File: config.mk
export PLATFORM = sky130hd
export DESIGN_NAME = pc_fetch_seq_flat
export DESIGN_NICKNAME = d
export VERILOG_FILES = /design/src/rtl/pc_fetch_seq_if.sv /design/src/rtl/pc_fetch_seq.sv /design/src/flat_wrapper.sv
export SDC_FILE = /design/constraint.sdc
export NUM_CORES = 1
export LEC_CHECK = 0
export CAP_MARGIN = 0
export CORE_ASPECT_RATIO = 0.8
export CORE_UTILIZATION = 39
export CTS_BUF_LIST = sky130_fd_sc_hd__clkbuf_2 sky130_fd_sc_hd__clkbuf_4 sky130_fd_sc_hd__clkbuf_8
export CTS_CLUSTER_DIAMETER = 120
export DETAILED_ROUTE_END_ITERATION = 16
export HOLD_SLACK_MARGIN = 0.02
export PLACE_DENSITY = 0.89
export SETUP_SLACK_MARGIN = 0.3
export SLEW_MARGIN = 20
export SYNTH_ARGS = -nofsm -noshare
export SYNTH_HDL_FRONTEND = slang
export SYNTH_SLANG_ARGS = --single-unit
export TNS_END_PERCENT = 5
File: constraint.sdc
create_clock -name clk -period 1.51 [get_ports clk]
set_input_delay 0.2265 -clock clk [delete_from_list [all_inputs] [get_ports clk]]
set_output_delay 0.2265 -clock clk [all_outputs]
set_load 0.02 [all_outputs]
File: src/rtl/pc_fetch_seq_if.sv
// Signal bundle between the fetch sequencer and its neighbours: the program counter
// command port, the instruction memory read port, the consumer handshake and the execute-stage branch inputs.
`timescale 1ns/1ps

interface pc_fetch_seq_if #(
    parameter int unsigned d_width = 4,
    parameter int unsigned i_width = 8
);
    logic [d_width-1:0] pc_val;
    logic [1:0]         pc_ctrl;
    logic [d_width-1:0] pc_in;

    logic               mem_req;
    logic [d_width-1:0] mem_addr;
    logic               mem_ack;
    logic [i_width-1:0] mem_data;

    logic [i_width-1:0] instr_out;
    logic               instr_valid;
    logic               instr_ready;

    logic               br_req;
    logic               br_rel;
    logic [d_width-1:0] br_target;

    logic               halt;
    logic               busy;

    // Sequencer side
    modport master (
        input  pc_val, mem_ack, mem_data, instr_ready, br_req, br_rel, br_target, halt,
        output pc_ctrl, pc_in, mem_req, mem_addr, instr_out, instr_valid, busy
    );

    // Environment side: program counter, memory, consumer, execute stage
    modport slave (
        output pc_val, mem_ack, mem_data, instr_ready, br_req, br_rel, br_target, halt,
        input  pc_ctrl, pc_in, mem_req, mem_addr, instr_out, instr_valid, busy
    );
endinterface

File: src/rtl/pc_fetch_seq.sv
// Instruction-fetch sequencer: reads memory at the current PC, holds the word for the consumer,
// steps the program counter on each transfer and applies pending branch redirects.
`timescale 1ns/1ps

module pc_fetch_seq #(
    parameter int unsigned d_width = 4,
    parameter int unsigned i_width = 8
) (
    input  logic               clk,
    input  logic               clr,
    pc_fetch_seq_if.master     bus
);

    typedef enum logic [1:0] {
        ST_IDLE  = 2'b00,
        ST_FETCH = 2'b01,
        ST_ISSUE = 2'b10
    } state_e;

    localparam logic [1:0] PC_HOLD = 2'b00;
    localparam logic [1:0] PC_LOAD = 2'b01;
    localparam logic [1:0] PC_INC  = 2'b10;
    localparam logic [1:0] PC_ADD  = 2'b11;

    state_e             state_q,    state_d;
    logic               pend_q,     pend_d;
    logic               pend_rel_q, pend_rel_d;
    logic [d_width-1:0] pend_tgt_q, pend_tgt_d;
    logic [i_width-1:0] instr_q,    instr_d;

    logic               redirect_c;
    logic               transfer_c;
    logic [1:0]         pc_ctrl_c;
    logic [d_width-1:0] pc_in_c;

    // State and branch-pend registers
    always_ff @(posedge clk or posedge clr) begin
        if (clr) begin
            state_q    <= ST_IDLE;
            pend_q     <= 1'b0;
            pend_rel_q <= 1'b0;
            pend_tgt_q <= '0;
            instr_q    <= '0;
        end else begin
            state_q    <= state_d;
            pend_q     <= pend_d;
            pend_rel_q <= pend_rel_d;
            pend_tgt_q <= pend_tgt_d;
            instr_q    <= instr_d;
        end
    end

    // Next state, redirect/transfer decode and program counter command
    always_comb begin
        state_d    = state_q;
        pend_d     = pend_q;
        pend_rel_d = pend_rel_q;
        pend_tgt_d = pend_tgt_q;
        instr_d    = instr_q;
        redirect_c = 1'b0;
        transfer_c = 1'b0;
        pc_ctrl_c  = PC_HOLD;
        pc_in_c    = '0;

        unique case (state_q)
            ST_IDLE: begin
                redirect_c = pend_q;
                state_d    = bus.halt ? ST_IDLE : ST_FETCH;
            end
            ST_FETCH: begin
                if (bus.mem_ack) begin
                    if (pend_q) begin
                        redirect_c = 1'b1;
                        state_d    = bus.halt ? ST_IDLE : ST_FETCH;
                    end else begin
                        instr_d = bus.mem_data;
                        state_d = ST_ISSUE;
                    end
                end
            end
            ST_ISSUE: begin
                if (pend_q) begin
                    redirect_c = 1'b1;
                    state_d    = bus.halt ? ST_IDLE : ST_FETCH;
                end else if (bus.instr_ready) begin
                    transfer_c = 1'b1;
                    state_d    = bus.halt ? ST_IDLE : ST_FETCH;
                end
            end
            default: state_d = ST_IDLE;
        endcase

        if (redirect_c) begin
            pc_ctrl_c = pend_rel_q ? PC_ADD : PC_LOAD;
            pc_in_c   = pend_tgt_q;
            pend_d    = 1'b0;
        end else if (transfer_c) begin
            pc_ctrl_c = PC_INC;
        end

        // A request in the redirect cycle re-arms the pend register; the newest request wins
        if (bus.br_req) begin
            pend_d     = 1'b1;
            pend_rel_d = bus.br_rel;
            pend_tgt_d = bus.br_target;
        end
    end

    assign bus.pc_ctrl     = pc_ctrl_c;
    assign bus.pc_in       = pc_in_c;
    assign bus.mem_req     = (state_q == ST_FETCH);
    assign bus.mem_addr    = (state_q == ST_FETCH) ? bus.pc_val : '0;
    assign bus.instr_out   = instr_q;
    assign bus.instr_valid = (state_q == ST_ISSUE) && !pend_q;
    assign bus.busy        = (state_q != ST_IDLE);

endmodule

File: src/flat_wrapper.sv
// flat-port wrapper written by rule: the top's interface ports become plain ports
module pc_fetch_seq_flat 
#(
    parameter int unsigned d_width = 4,
    parameter int unsigned i_width = 8
)
  (clk, clr, bus_pc_val, bus_mem_ack, bus_mem_data, bus_instr_ready, bus_br_req, bus_br_rel, bus_br_target, bus_halt, bus_pc_ctrl, bus_pc_in, bus_mem_req, bus_mem_addr, bus_instr_out, bus_instr_valid, bus_busy);
  pc_fetch_seq_if #(.d_width(d_width), .i_width(i_width)) bus_i ();
  input  logic clk;
  input  logic clr;
  input wire logic [$bits(bus_i.pc_val)-1:0] bus_pc_val;
  input wire logic [$bits(bus_i.mem_ack)-1:0] bus_mem_ack;
  input wire logic [$bits(bus_i.mem_data)-1:0] bus_mem_data;
  input wire logic [$bits(bus_i.instr_ready)-1:0] bus_instr_ready;
  input wire logic [$bits(bus_i.br_req)-1:0] bus_br_req;
  input wire logic [$bits(bus_i.br_rel)-1:0] bus_br_rel;
  input wire logic [$bits(bus_i.br_target)-1:0] bus_br_target;
  input wire logic [$bits(bus_i.halt)-1:0] bus_halt;
  output wire logic [$bits(bus_i.pc_ctrl)-1:0] bus_pc_ctrl;
  output wire logic [$bits(bus_i.pc_in)-1:0] bus_pc_in;
  output wire logic [$bits(bus_i.mem_req)-1:0] bus_mem_req;
  output wire logic [$bits(bus_i.mem_addr)-1:0] bus_mem_addr;
  output wire logic [$bits(bus_i.instr_out)-1:0] bus_instr_out;
  output wire logic [$bits(bus_i.instr_valid)-1:0] bus_instr_valid;
  output wire logic [$bits(bus_i.busy)-1:0] bus_busy;
  assign bus_i.pc_val = bus_pc_val;
  assign bus_i.mem_ack = bus_mem_ack;
  assign bus_i.mem_data = bus_mem_data;
  assign bus_i.instr_ready = bus_instr_ready;
  assign bus_i.br_req = bus_br_req;
  assign bus_i.br_rel = bus_br_rel;
  assign bus_i.br_target = bus_br_target;
  assign bus_i.halt = bus_halt;
  assign bus_pc_ctrl = bus_i.pc_ctrl;
  assign bus_pc_in = bus_i.pc_in;
  assign bus_mem_req = bus_i.mem_req;
  assign bus_mem_addr = bus_i.mem_addr;
  assign bus_instr_out = bus_i.instr_out;
  assign bus_instr_valid = bus_i.instr_valid;
  assign bus_busy = bus_i.busy;
  pc_fetch_seq #(.d_width(d_width), .i_width(i_width)) u_core (.clk(clk), .clr(clr), .bus(bus_i));
endmodule
==> results of run 1 <==
## state kept, by name (all words and copies together), names as in the netlist
signal and count:
u_core.bus.instr_out 8, u_core.pend_tgt_q 4, u_core.state_q 2, u_core.pend_q 1
u_core.pend_rel_q 1
## critical path: cells and delay by family (launching register included)
family / cells / cell delay, ns
DFF: 1 / 0.43
buffers and inverters: 3 / 0.36
AOI/OAI and AO/OA: 2 / 0.27
## layout by cell type, fill, tap and decap left out, types with 3 or more instances in the layout
master and n:
sky130_fd_sc_hd__buf_6 9, sky130_fd_sc_hd__mux2_2 5, sky130_fd_sc_hd__clkbuf_2 7, sky130_fd_sc_hd__clkdlybuf4s50_1 22, sky130_fd_sc_hd__nor2_1 3, sky130_fd_sc_hd__mux2_4 8
sky130_fd_sc_hd__buf_4 12, sky130_fd_sc_hd__clkbuf_4 3, sky130_fd_sc_hd__and2_1 8, sky130_fd_sc_hd__dfrtp_1 15, sky130_fd_sc_hd__buf_2 3
## how the worst max path moves through the flow
stage,from,endpoint,slack [ns],cells past startpoint
2_1_floorplan,u_core.state_q[0]$_DFFE_PP0P_,u_core.bus.instr_out[0]$_DFFE_PP0P_,0.07,5
3_3_place_gp,bus_mem_ack,bus_pc_ctrl[1],-0.51,6
3_5_place_dp,bus_mem_ack,bus_pc_ctrl[1],-0.53,6
4_1_cts,u_core.state_q[1]$_DFFE_PP0P_,bus_pc_ctrl[1],-0.08,5
5_1_grt,u_core.state_q[1]$_DFFE_PP0P_,bus_pc_ctrl[1],-0.13,5
6_report,u_core.pend_q$_DFFE_PP0P_,bus_pc_ctrl[1],-0.08,5
## cell families (layout without fill, tap and decap cells)
family                 after synthesis  in the layout  synth area share
AO/OA/AOI/OAI                        7              7           0.06110
buffers and inverters                6             61           0.05306
flip-flops                          16             16            0.5145
multiplexers                        13             13            0.2267
AND/OR/NAND/NOR                     17             17            0.1447
## layer usage
layer / vias to the layer above / part of all wire
met3: 2 / 0.081
li1: 309 / -
met5: - / 0
met1: 309 / 0.42
met2: 30 / 0.49
met4: 0 / 0.0077
## power groups by stage
| stage | Combinational (mW) | Clock (mW) | Sequential, mW |
|---|---|---|---|
| finish | 0.696 | 0.286 | 0.595 |
| floorplan | 0.302 | 0 | 0.695 |
| global route | 0.742 | 0.314 | 0.607 |
| CTS | 0.729 | 0.290 | 0.595 |
| detailed placement | 0.763 | 0 | 0.601 |
| global placement | 0.749 | 0 | 0.591 |
## layout make-up
type                       instances  area, sq um  share of cell area
sequential                        16        401.6              0.3066
timing repair buffer              55        481.7              0.3677
inverter                           2        7.507            0.005731
multi-input combinational         37        352.8              0.2693
clock buffer                       4        36.28             0.02770
tap                               24        30.03             0.02292
## timing repair
action | CTS | global route
resized for setup | 86 | 9
setup endpoints to repair | 29 | 28
pin swaps | 3 | 1
setup buffers | 0 | 2
hold endpoints to repair | 0 | 0
==> metrics.md, run 1 <==
| Metric | Value |
|---|---|
| Clock tree buffer depth | 2 |
| Area fraction of the dominant cell type after synthesis | 0.5145 |
| Initial Util | 0.4152 |
| Layer with the highest usage | met2 |
| Share of synthesized area occupied by flip-flops and latches | 0.5145 |
| Floorplan Core Area | 0.001874 sq mm |
| Final worst path period share | 1.053 |
| Setup TNS Final | -0.5632 ns |
| Cell count after placement | 132 |
| Distinct cell type count of the synthesized netlist | 21 |
| Sw Pwr | 521.5 uW |
| Wire length per cell after detailed routing | 13.23 um |
| Fraction of the core area covered by cells at the end of the flow | 0.6989 |
| Number of buffers inserted during clock tree synthesis | 3 |
| Relative slew slack | 0.8287 |
| Filler cell count in the final layout | 134 |
| Worst path max stage delay | 0.43 ns |
| Area growth from synthesis to final layout | 68.33% |
| Fin. Hold Viols | 0 |
| Commonest cells post-synth | sky130_fd_sc_hd__dfrtp_1, sky130_fd_sc_hd__and2_1, sky130_fd_sc_hd__mux2_4 |
| Reg clk slew, reported paths | 0.09 ns |
| Outcome | finished, violations left |
| Synth area leaders | sky130_fd_sc_hd__dfrtp_1, sky130_fd_sc_hd__mux2_4, sky130_fd_sc_hd__mux2_2 |
| Register share of total power | 0.377 |
| Violated checks | setup timing |
| Average cell area after synthesis | 13.19 sq um |
| Final period demand of the worst path | 1.589 ns |
| DRT antenna net count | 0 |
| Synth warnings | 0 |
| Number of max-capacitance violations reported | 0 |
| Reg2reg end | u_core.bus.instr_out[4]$_DFFE_PP0P_ |
| Layout Cells excl Fill | 138 |
| Maximum number of pins on one net before global-route repair | 17 |
| Final Instance Area | 0.001310 sq mm |
| Met2 Use GR | 0.3205 |
| Power density over cell area | 1204 mW/mm^2 |
| Post-synth net total | 82 |
| Die outline height | 41.96 um |
| Crit path required time | 1.28 ns |
| DRC violations left | 0 |
| Number of nets in the layout | 138 |
| Pin slew with the least headroom to its limit | 0.2562 ns |
| Hold buffer count at cts | 0 |
| Clk_lat worst skew | 0.29 ns |
| Count of clock tree sinks | 16 |
| Largest driver fanout on the critical path | 6 |
| Ordered cell list for the critical path | inv_2, a21oi_2, buf_4, a22o_1, buf_6 |
| Pint | 1.056 mW |
| Worst Clk Skew | 0.001687 ns |
| Worst hold margin | 0.2333 ns |
| Root cell of the clock tree | sky130_fd_sc_hd__clkbuf_4 |
| Boundary Pins | 44 |
| Fraction of power consumed by combinational cells | 0.442 |
| Global-route wire length before repair | 2877 um |
| Synthesized cell area | 778.2 sq um |
| Clock power frac | 0.181 |
| Crit-path slowest cell | sky130_fd_sc_hd__dfrtp_1 |
| Fraction of power spent switching nets | 0.3307 |
| Number of enable-type register cells in the synthesized netlist | 0 |
| Per-cell via count in the routed design | 4.710 |
| Count of final max-slew check failures | 0 |
| Die width | 51.95 um |
| Global-route track usage on met3 | 0.07326 |
| RePlAce Congestion | 0.8483 |
| Worst endpoint data arrival time | 1.36 ns |
| Post-detailed-placement cell area | 0.001285 sq mm |
| Reported leakage power | 0.6146 nW |
| TritonCTS clock tree | built |
| Power, Total | 1.577 mW |
| Worst reg-to-reg setup slack | -0.03 ns |
| Worst Setup Slack, final | -0.07935 ns |
| Half-perimeter wire length after placement | 1347 um |
| Overall routed net length | 1826 um |
| Via count | 650 |
| Number of placement rows | 14 |
| Worst flop-to-flop path startpoint | u_core.state_q[1]$_DFFE_PP0P_ |
| Iteration count of the initial detailed-routing pass | 2 |
| Proportion of layout cells with a drive suffix above 1 | 0.5088 |
| Total routing usage reported by global routing | 0.1839 |
| Most used standard cell by instance count after synthesis | sky130_fd_sc_hd__dfrtp_1 |
| Setup repair after global routing missed its margin | yes |
| Kind of path behind the tightest hold check | input pin to asynchronous set/reset pin |
| Kind of start point of the critical path | register |
| # setup viols final | 15 |
| Total overflow reported by the global router | 0 |
| Cell depth of the worst flop-to-flop path | 5 |
| Global Route met1 Usage | 0.2090 |
| Cell type with the highest aggregate area in the netlist | sky130_fd_sc_hd__dfrtp_1 |
| Depth of the CTS H-tree | 1 |
| Die footprint | 0.002179 sq mm |
| Worst voltage drop across the vdd grid | 898.4 uV |
| Type of destination of the critical path | output pin |
| Highest achievable clock rate | 629.2 MHz |
| Vias in the first global route | 665 |
| Critical path class | register to output pin |
| Count of port buffers added during placement | 43 |
| Share of async-settable or async-resettable flops after synthesis | 1.000 |
| Number of cells produced by synthesis | 59 |
| Most frequently used flop master after synthesis | sky130_fd_sc_hd__dfrtp_1 |
| Antenna Diode Count | 0 |
| Number of synthesized register bits | 16 |
| Initial DRC Count | 3 |
| Post-Place Worst Slack | -0.5267 ns |
| Antenna violations before repair | 0 |
No activity file was read; power rests on OpenSTA's default activity.
==> inputs of run 2 (changes only) <==
--- a/config.mk
+++ b/config.mk
@@ -14,6 +14,7 @@
 export HOLD_SLACK_MARGIN = 0.02
 export PLACE_DENSITY = 0.89
 export SETUP_SLACK_MARGIN = 0.3
+export SKIP_CTS_REPAIR_TIMING = 1
 export SLEW_MARGIN = 20
 export SYNTH_ARGS = -nofsm -noshare
 export SYNTH_HDL_FRONTEND = slang
==> run 2 against run 1 <==
Compared with the run above:
- cell count shrank 1.4%
- first-iteration DRC count grew to 3.0 times the previous value
- wire length grew 1.7%
- global-route usage shrank 0.78 points
- clock power is essentially flat
- critical path type unchanged
- highest routed layer is now met3
- the run still ends with setup timing left
- flip-flop and latch count is the same
==> metrics.md, run 2 (synthesized netlist as in run 1, its figures left out) <==
| Metric | Value |
|---|---|
| Crit path required time | 1.28 ns (about the same) |
| Most frequent cells in the layout | sky130_fd_sc_hd__clkdlybuf4s50_1, sky130_fd_sc_hd__dfrtp_1, sky130_fd_sc_hd__buf_4 (unchanged) |
| Die outline height | 41.96 um (unchanged) |
| Number of max-capacitance violations reported | 0 (unchanged) |
| Cell count after placement | 132 (unchanged) |
| Proportion of layout cells with a drive suffix above 1 | 0.4018 (was 0.5088) |
| Iteration count of the initial detailed-routing pass | 4 (was 2) |
| Fin. Hold Viols | 0 (unchanged) |
| Depth of the CTS H-tree | 1 (unchanged) |
| Area growth from synthesis to final layout | 74.76% (was 68.33%) |
| Multi-input gate area in the final layout | 352.8 sq um (unchanged) |
| Violated checks | setup timing (unchanged) |
| Clock tree buffer depth | 2 (unchanged) |
| TritonCTS clock tree | built (unchanged) |
| Fraction of power consumed by combinational cells | 0.461 (was 0.442) |
| Pint | 1.111 mW (was 1.056 mW) |
| Reg clk slew, reported paths | 0.10 ns (was 0.09 ns) |
| Worst Setup Slack, final | -0.06591 ns (was -0.07935 ns) |
| Worst reg-to-reg setup slack | -0.02 ns (was -0.03 ns) |
| Number of flip-flops in the largest register | 8 (unchanged) |
| Relative slew slack | 0.8216 (was 0.8287) |
| Clk_lat worst skew | 0.29 ns (about the same) |
| Final Instance Area | 0.001360 sq mm (was 0.001310 sq mm) |
| Reported leakage power | 0.7156 nW (was 0.6146 nW) |
| Largest driver fanout on the critical path | 6 (unchanged) |
| Crit-path slowest cell | sky130_fd_sc_hd__dfrtp_1 (unchanged) |
| Worst hold margin | 0.2348 ns (was 0.2333 ns) |
| DRC violations left | 0 (unchanged) |
| Half-perimeter wire length after placement | 1347 um (unchanged) |
| Family with the most delay on the worst path | flip-flops (unchanged) |
| Ordered cell list for the critical path | inv_1, a21oi_2, buf_4, a22o_1, buf_6 (was inv_2, a21oi_2, buf_4, a22o_1, buf_6) |
| Register share of total power | 0.363 (was 0.377) |
| Filler cell count in the final layout | 129 (was 134) |
| Count of port buffers added during placement | 43 (unchanged) |
| Pin slew with the least headroom to its limit | 0.2667 ns (was 0.2562 ns) |
| Layout Cells excl Fill | 136 (was 138) |
| Floorplan Core Area | 0.001874 sq mm (unchanged) |
| Antenna violations before repair | 0 (unchanged) |
| Maximum number of pins on one net before global-route repair | 17 (unchanged) |
| Worst path bufs/invs | 3 (unchanged) |
| Worst voltage drop across the vdd grid | 909.3 uV (was 898.4 uV) |
| Count of clock tree sinks | 16 (unchanged) |
| Initial DRC Count | 9 (was 3) |
| Setup crit start | u_core.pend_q$_DFFE_PP0P_ (unchanged) |
| Total overflow reported by the global router | 0 (unchanged) |
| Number of nets in the layout | 136 (was 138) |
| Kind of path behind the tightest hold check | input pin to asynchronous set/reset pin (unchanged) |
| Type of destination of the critical path | output pin (unchanged) |
| Fraction of power spent switching nets | 0.3180 (was 0.3307) |
| Worst path max stage delay | 0.42 ns (was 0.43 ns) |
| Wire length per cell after detailed routing | 13.65 um (was 13.23 um) |
| Critical path class | register to output pin (unchanged) |
| Die footprint | 0.002179 sq mm (unchanged) |
| Die width | 51.95 um (unchanged) |
| Outcome | finished, violations left (unchanged) |
| Via count | 643 (was 650) |
| Worst setup endpoint | bus_pc_ctrl[1] (unchanged) |
| Clock power frac | 0.176 (was 0.181) |
| Power density over cell area | 1197 mW/mm^2 (was 1204 mW/mm^2) |
| Count of final max-slew check failures | 0 (unchanged) |
| Highest achievable clock rate | 634.6 MHz (was 629.2 MHz) |
| Global-route wire length before repair | 2753 um (was 2877 um) |
| Post-detailed-placement cell area | 0.001285 sq mm (unchanged) |
| Boundary Pins | 44 (unchanged) |
| DRT antenna net count | 0 (unchanged) |
| Number of buffers inserted during clock tree synthesis | 3 (unchanged) |
| Reg2reg end | u_core.bus.instr_out[4]$_DFFE_PP0P_ (unchanged) |
| Overall routed net length | 1857 um (was 1826 um) |
| Initial Util | 0.4152 (unchanged) |
| Total routing usage reported by global routing | 0.1761 (was 0.1839) |
| Number of gates on the worst path with buffers counted | 5 (unchanged) |
| Most common library cell in the layout ignoring fill and taps | sky130_fd_sc_hd__clkdlybuf4s50_1 (unchanged) |
| Final period demand of the worst path | 1.576 ns (was 1.589 ns) |
| Sw Pwr | 517.8 uW (was 521.5 uW) |
| Setup repair after global routing missed its margin | yes (unchanged) |
| # setup viols final | 16 (was 15) |
| Vias in the first global route | 630 (was 665) |
| Kind of start point of the critical path | register (unchanged) |
| Worst endpoint data arrival time | 1.35 ns (was 1.36 ns) |
| Worst flop-to-flop path startpoint | u_core.state_q[1]$_DFFE_PP0P_ (unchanged) |
| Per-cell via count in the routed design | 4.728 (was 4.710) |
| RePlAce Congestion | 0.8483 (unchanged) |
| Root cell of the clock tree | sky130_fd_sc_hd__clkbuf_4 (unchanged) |
| Number of placement rows | 14 (unchanged) |
| Antenna Diode Count | 0 (unchanged) |
| Fraction of the core area covered by cells at the end of the flow | 0.7256 (was 0.6989) |
| Cell depth of the worst flop-to-flop path | 5 (unchanged) |
| Sequential cell area | 401.6 sq um (unchanged) |
| Setup TNS Final | -0.4499 ns (was -0.5632 ns) |
| Worst Clk Skew | 0.001668 ns (was 0.001687 ns) |
| Final worst path period share | 1.044 (was 1.053) |
==> run 2: changes by cell type in the layout (fill, tap and decap cells not counted), sizes merged <==
cell	before	now
dlymetal6s2s	0	11
clkbuf	11	4
buf	24	20
clkdlybuf4s15	1	0
dlygate4sd2	1	0
==> run 2: power by group through the flow <==
stage	Clock [mW]	Combinational [mW]	Sequential, mW
2_1_floorplan	0	0.302	0.695
3_3_place_gp	0	0.749	0.591
3_5_place_dp	0	0.763	0.601
4_1_cts	0.290	0.768	0.592
5_1_grt	0.314	0.797	0.603
6_report	0.287	0.751	0.591
==> run 2: final cells by class <==
| type | instances | area share |
|---|---|---|
| Tap cell | 24 | 0.02208 |
| Multi-Input combinational cell | 37 | 0.2594 |
| Sequential cell | 16 | 0.2953 |
| Clock buffer | 4 | 0.02668 |
| Timing Repair Buffer | 53 | 0.3910 |
| Inverter | 2 | 0.005520 |
==> run 2: worst register-to-register path, cell delays in order, from the launching register on <==
cell and delay (ns):
sky130_fd_sc_hd__dfrtp_1 0.39, sky130_fd_sc_hd__buf_4 0.16, sky130_fd_sc_hd__nor2b_4 0.16, sky130_fd_sc_hd__buf_6 0.12
sky130_fd_sc_hd__and3_4 0.27, sky130_fd_sc_hd__mux2_4 0.32
==> run 2: per-layer routing <==
layer / routed length (um) / GRT usage / vias up
met1: 785 / 0.2062 / 312
li1: - / - / 304
met3: 150 / 0.07692 / 0
met2: 920 / 0.3051 / 27
met4: 0 / 0.01622 / 0
met5: 0 / 0 / -
==> run 2: through the flow <==
stage | power (mW) | setup WS [ns]
after CTS | 1.650 | -0.6069
after global routing | 1.714 | -0.1289
after floorplan | 0.9964 | 0.07268
final | 1.628 | -0.06591
after global placement | 1.341 | -0.5126
after detailed placement | 1.363 | -0.5267
==> run 2: worst min-delay path by stage <==
stage / start / end / slack (ns) / depth (start not counted)
2_1_floorplan: clr / u_core.bus.instr_out[0]$_DFFE_PP0P_ / 0.14 / 1
3_3_place_gp: u_core.pend_tgt_q[1]$_DFFE_PP0P_ / u_core.pend_tgt_q[1]$_DFFE_PP0P_ / 0.49 / 1
3_5_place_dp: u_core.bus.instr_out[1]$_DFFE_PP0P_ / u_core.bus.instr_out[1]$_DFFE_PP0P_ / 0.49 / 1
4_1_cts: clr / u_core.bus.instr_out[5]$_DFFE_PP0P_ / 0.24 / 3
5_1_grt: clr / u_core.pend_q$_DFFE_PP0P_ / 0.25 / 3
6_report: clr / u_core.bus.instr_out[3]$_DFFE_PP0P_ / 0.23 / 3
==> inputs of run 3 (changes only) <==
--- a/config.mk
+++ b/config.mk
@@ -7,12 +7,12 @@
 export LEC_CHECK = 0
 export CAP_MARGIN = 0
 export CORE_ASPECT_RATIO = 0.8
-export CORE_UTILIZATION = 39
+export CORE_UTILIZATION = 29
 export CTS_BUF_LIST = sky130_fd_sc_hd__clkbuf_2 sky130_fd_sc_hd__clkbuf_4 sky130_fd_sc_hd__clkbuf_8
 export CTS_CLUSTER_DIAMETER = 120
 export DETAILED_ROUTE_END_ITERATION = 16
 export HOLD_SLACK_MARGIN = 0.02
-export PLACE_DENSITY = 0.89
+export PLACE_DENSITY = 0.71
 export SETUP_SLACK_MARGIN = 0.3
 export SKIP_CTS_REPAIR_TIMING = 1
 export SLEW_MARGIN = 20
==> run 3 against run 2 <==
Compared with the run above:
- the flow still finishes with violations (setup timing)
- non-clock buffer count increased by 1
- sequential power about the same
- clock skew increased by 0.0024 ns
- register-to-register slack got worse by 0.03 ns
- count of clock-buffer cells in the layout decreased by 1
- largest cell class unchanged
==> metrics.md, run 3 (synthesized netlist as in run 1, its figures left out) <==
| Metric | Value |
|---|---|
| Boundary Pins | 44 (unchanged) |
| Proportion of layout cells with a drive suffix above 1 | 0.4375 (was 0.4018) |
| Die footprint | 0.002896 sq mm (was 0.002179 sq mm) |
| Kind of start point of the critical path | register (unchanged) |
| Number of placement rows | 16 (was 14) |
| Outcome | finished, violations left (unchanged) |
| Crit-path slowest cell | sky130_fd_sc_hd__dfrtp_2 (was sky130_fd_sc_hd__dfrtp_1) |
| Worst Clk Skew | 0.004109 ns (was 0.001668 ns) |
| RePlAce Congestion | 0.7447 (was 0.8483) |
| Filler cell count in the final layout | 219 (was 129) |
| Final period demand of the worst path | 1.562 ns (was 1.576 ns) |
| Antenna violations before repair | 0 (unchanged) |
| Setup repair after global routing missed its margin | yes (unchanged) |
| Count of port buffers added during placement | 43 (unchanged) |
| Via count | 620 (was 643) |
| TritonCTS clock tree | built (unchanged) |
| Multi-input gate area in the final layout | 357.8 sq um (was 352.8 sq um) |
| Initial Util | 0.3110 (was 0.4152) |
| Number of gates on the worst path with buffers counted | 5 (unchanged) |
| Total overflow reported by the global router | 0 (unchanged) |
| Clk_lat worst skew | 0.27 ns (was 0.29 ns) |
| Worst Setup Slack, final | -0.05183 ns (was -0.06591 ns) |
| Global Route met1 Usage | 0.1587 (was 0.2062) |
| Total routing usage reported by global routing | 0.1317 (was 0.1761) |
| Met2 Use GR | 0.2204 (was 0.3051) |
| Most frequent CP cell | sky130_fd_sc_hd__buf_6 |
| Initial DRC Count | 28 (was 9) |
| Setup crit start | u_core.state_q[0]$_DFFE_PP0P_ (was u_core.pend_q$_DFFE_PP0P_) |
| Number of max-capacitance violations reported | 0 (unchanged) |
| Global-route wire length before repair | 2877 um (was 2753 um) |
| Die outline height | 48.34 um (was 41.96 um) |
| Worst voltage drop across the vdd grid | 431.8 uV (was 909.3 uV) |
| Crit path required time | 1.67 ns (was 1.28 ns) |
| Maximum number of pins on one net before global-route repair | 17 (unchanged) |
| Cell depth of the worst flop-to-flop path | 5 (unchanged) |
| Post-detailed-placement cell area | 0.001308 sq mm (was 0.001285 sq mm) |
| Wire length per cell after detailed routing | 12.06 um (was 13.65 um) |
| Number of buffers inserted during clock tree synthesis | 3 (unchanged) |
| Family with the most delay on the worst path | simple AND/OR/NAND/NOR gates (was flip-flops) |
| Final worst path period share | 1.034 (was 1.044) |
| Floorplan Core Area | 0.002502 sq mm (was 0.001874 sq mm) |
| # setup viols final | 19 (was 16) |
| Most frequent cells in the layout | sky130_fd_sc_hd__clkdlybuf4s50_1, sky130_fd_sc_hd__dfrtp_1, sky130_fd_sc_hd__buf_4 (unchanged) |
| Reg clk slew, reported paths | 0.08 ns (was 0.10 ns) |
| Vias in the first global route | 664 (was 630) |
| Worst flop-to-flop path startpoint | u_core.state_q[0]$_DFFE_PP0P_ (was u_core.state_q[1]$_DFFE_PP0P_) |
| Per-cell via count in the routed design | 4.189 (was 4.728) |
| Layer with the highest usage | met2 (unchanged) |
| Count of clock tree sinks | 16 (unchanged) |
| Critical path class | register to register (was register to output pin) |
| Half-perimeter wire length after placement | 1410 um (was 1347 um) |
| Worst path max stage delay | 0.44 ns (was 0.42 ns) |
| Depth of the CTS H-tree | 1 (unchanged) |
| Worst endpoint data arrival time | 1.72 ns (was 1.35 ns) |
| Kind of path behind the tightest hold check | input pin to asynchronous set/reset pin (unchanged) |
| Die width | 59.92 um (was 51.95 um) |
| Overall routed net length | 1785 um (was 1857 um) |
| Violated checks | setup timing (unchanged) |
| Global-route track usage on met3 | 0.05348 (was 0.07692) |
| Clock tree buffer depth | 2 (unchanged) |
| Type of destination of the critical path | register (was output pin) |
| Worst setup endpoint | u_core.bus.instr_out[3]$_DFFE_PP0P_ (was bus_pc_ctrl[1]) |
| Sequential cell area | 401.6 sq um (unchanged) |
| Post-Place Worst Slack | -0.5344 ns (was -0.5267 ns) |
| Reported leakage power | 0.6920 nW (was 0.7156 nW) |
| Final Instance Area | 0.001363 sq mm (was 0.001360 sq mm) |
| Power density over cell area | 1143 mW/mm^2 (was 1197 mW/mm^2) |
| Area growth from synthesis to final layout | 75.08% (was 74.76%) |
| Worst reg-to-reg setup slack | -0.05 ns (was -0.02 ns) |
| Largest driver fanout on the critical path | 8 (was 6) |
| Number of flip-flops in the largest register | 8 (unchanged) |
| Count of final max-slew check failures | 0 (unchanged) |
| Relative slew slack | 0.6017 (was 0.8216) |
| Fin. Hold Viols | 0 (unchanged) |
| Worst path bufs/invs | 2 (was 3) |
| Root cell of the clock tree | sky130_fd_sc_hd__clkbuf_4 (unchanged) |
| Antenna Diode Count | 0 (unchanged) |
| Iteration count of the initial detailed-routing pass | 4 (unchanged) |
| Ordered cell list for the critical path | buf_6, nor2b_4, buf_6, and3_4, mux2_4 (was inv_1, a21oi_2, buf_4, a22o_1, buf_6) |
| Reg2reg end | u_core.bus.instr_out[3]$_DFFE_PP0P_ (was u_core.bus.instr_out[4]$_DFFE_PP0P_) |
| DRC violations left | 0 (unchanged) |
| Pin slew with the least headroom to its limit | 0.5967 ns (was 0.2667 ns) |
| Highest achievable clock rate | 640.3 MHz (was 634.6 MHz) |
| Most common library cell in the layout ignoring fill and taps | sky130_fd_sc_hd__clkdlybuf4s50_1 (unchanged) |
| DRT antenna net count | 0 (unchanged) |
| Number of nets in the layout | 137 (was 136) |
run 3: worst min-delay path by stage:
stage	startpoint	endpoint	slack (ns)
finish	clr	u_core.pend_tgt_q[3]$_DFFE_PP0P_	0.32
global placement	u_core.pend_tgt_q[0]$_DFFE_PP0P_	u_core.pend_tgt_q[0]$_DFFE_PP0P_	0.48
global route	clr	u_core.bus.instr_out[6]$_DFFE_PP0P_	0.36
detailed placement	u_core.pend_tgt_q[2]$_DFFE_PP0P_	u_core.pend_tgt_q[2]$_DFFE_PP0P_	0.49
floorplan	clr	u_core.bus.instr_out[0]$_DFFE_PP0P_	0.14
CTS	clr	u_core.pend_tgt_q[3]$_DFFE_PP0P_	0.33
run 3: layer usage:
| layer | wire length [um] | part of all wire | vias to the layer above |
|---|---|---|---|
| met5 | 0 | 0 | - |
| met1 | 767 | 0.43 | 284 |
| met2 | 874 | 0.49 | 29 |
| met4 | 0 | 0 | 0 |
| met3 | 143 | 0.080 | 0 |
| li1 | - | - | 307 |
run 3: cell type report:
class / count / share of cell area
sequential: 16 / 0.2948
timing repair buffer: 54 / 0.3875
tap: 36 / 0.03306
clock buffer: 3 / 0.01653
inverter: 2 / 0.005510
multi-input combinational: 37 / 0.2626
run 3: power by group:
part	internal, mW	switching, mW	total, mW
Combinational	0.439	0.317	0.756
Sequential	0.532	0.0599	0.592
Clock	0.0923	0.116	0.208
Total	1.06	0.493	1.56
run 3: metrics by stage:
stage	hold WS [ns]	power, mW	instances	utilization	setup TNS, ns
after CTS	0.3267	1.587	148	0.5315	-7.916
after global placement	0.4830	1.351	145	0.5225	-4.716
after detailed placement	0.4927	1.365	145	0.5225	-5.205
after global routing	0.3555	1.649	148	0.5445	-1.842
final	0.3173	1.557	148	0.5445	-0.6141
after floorplan	0.1402	0.9964	59	-	0
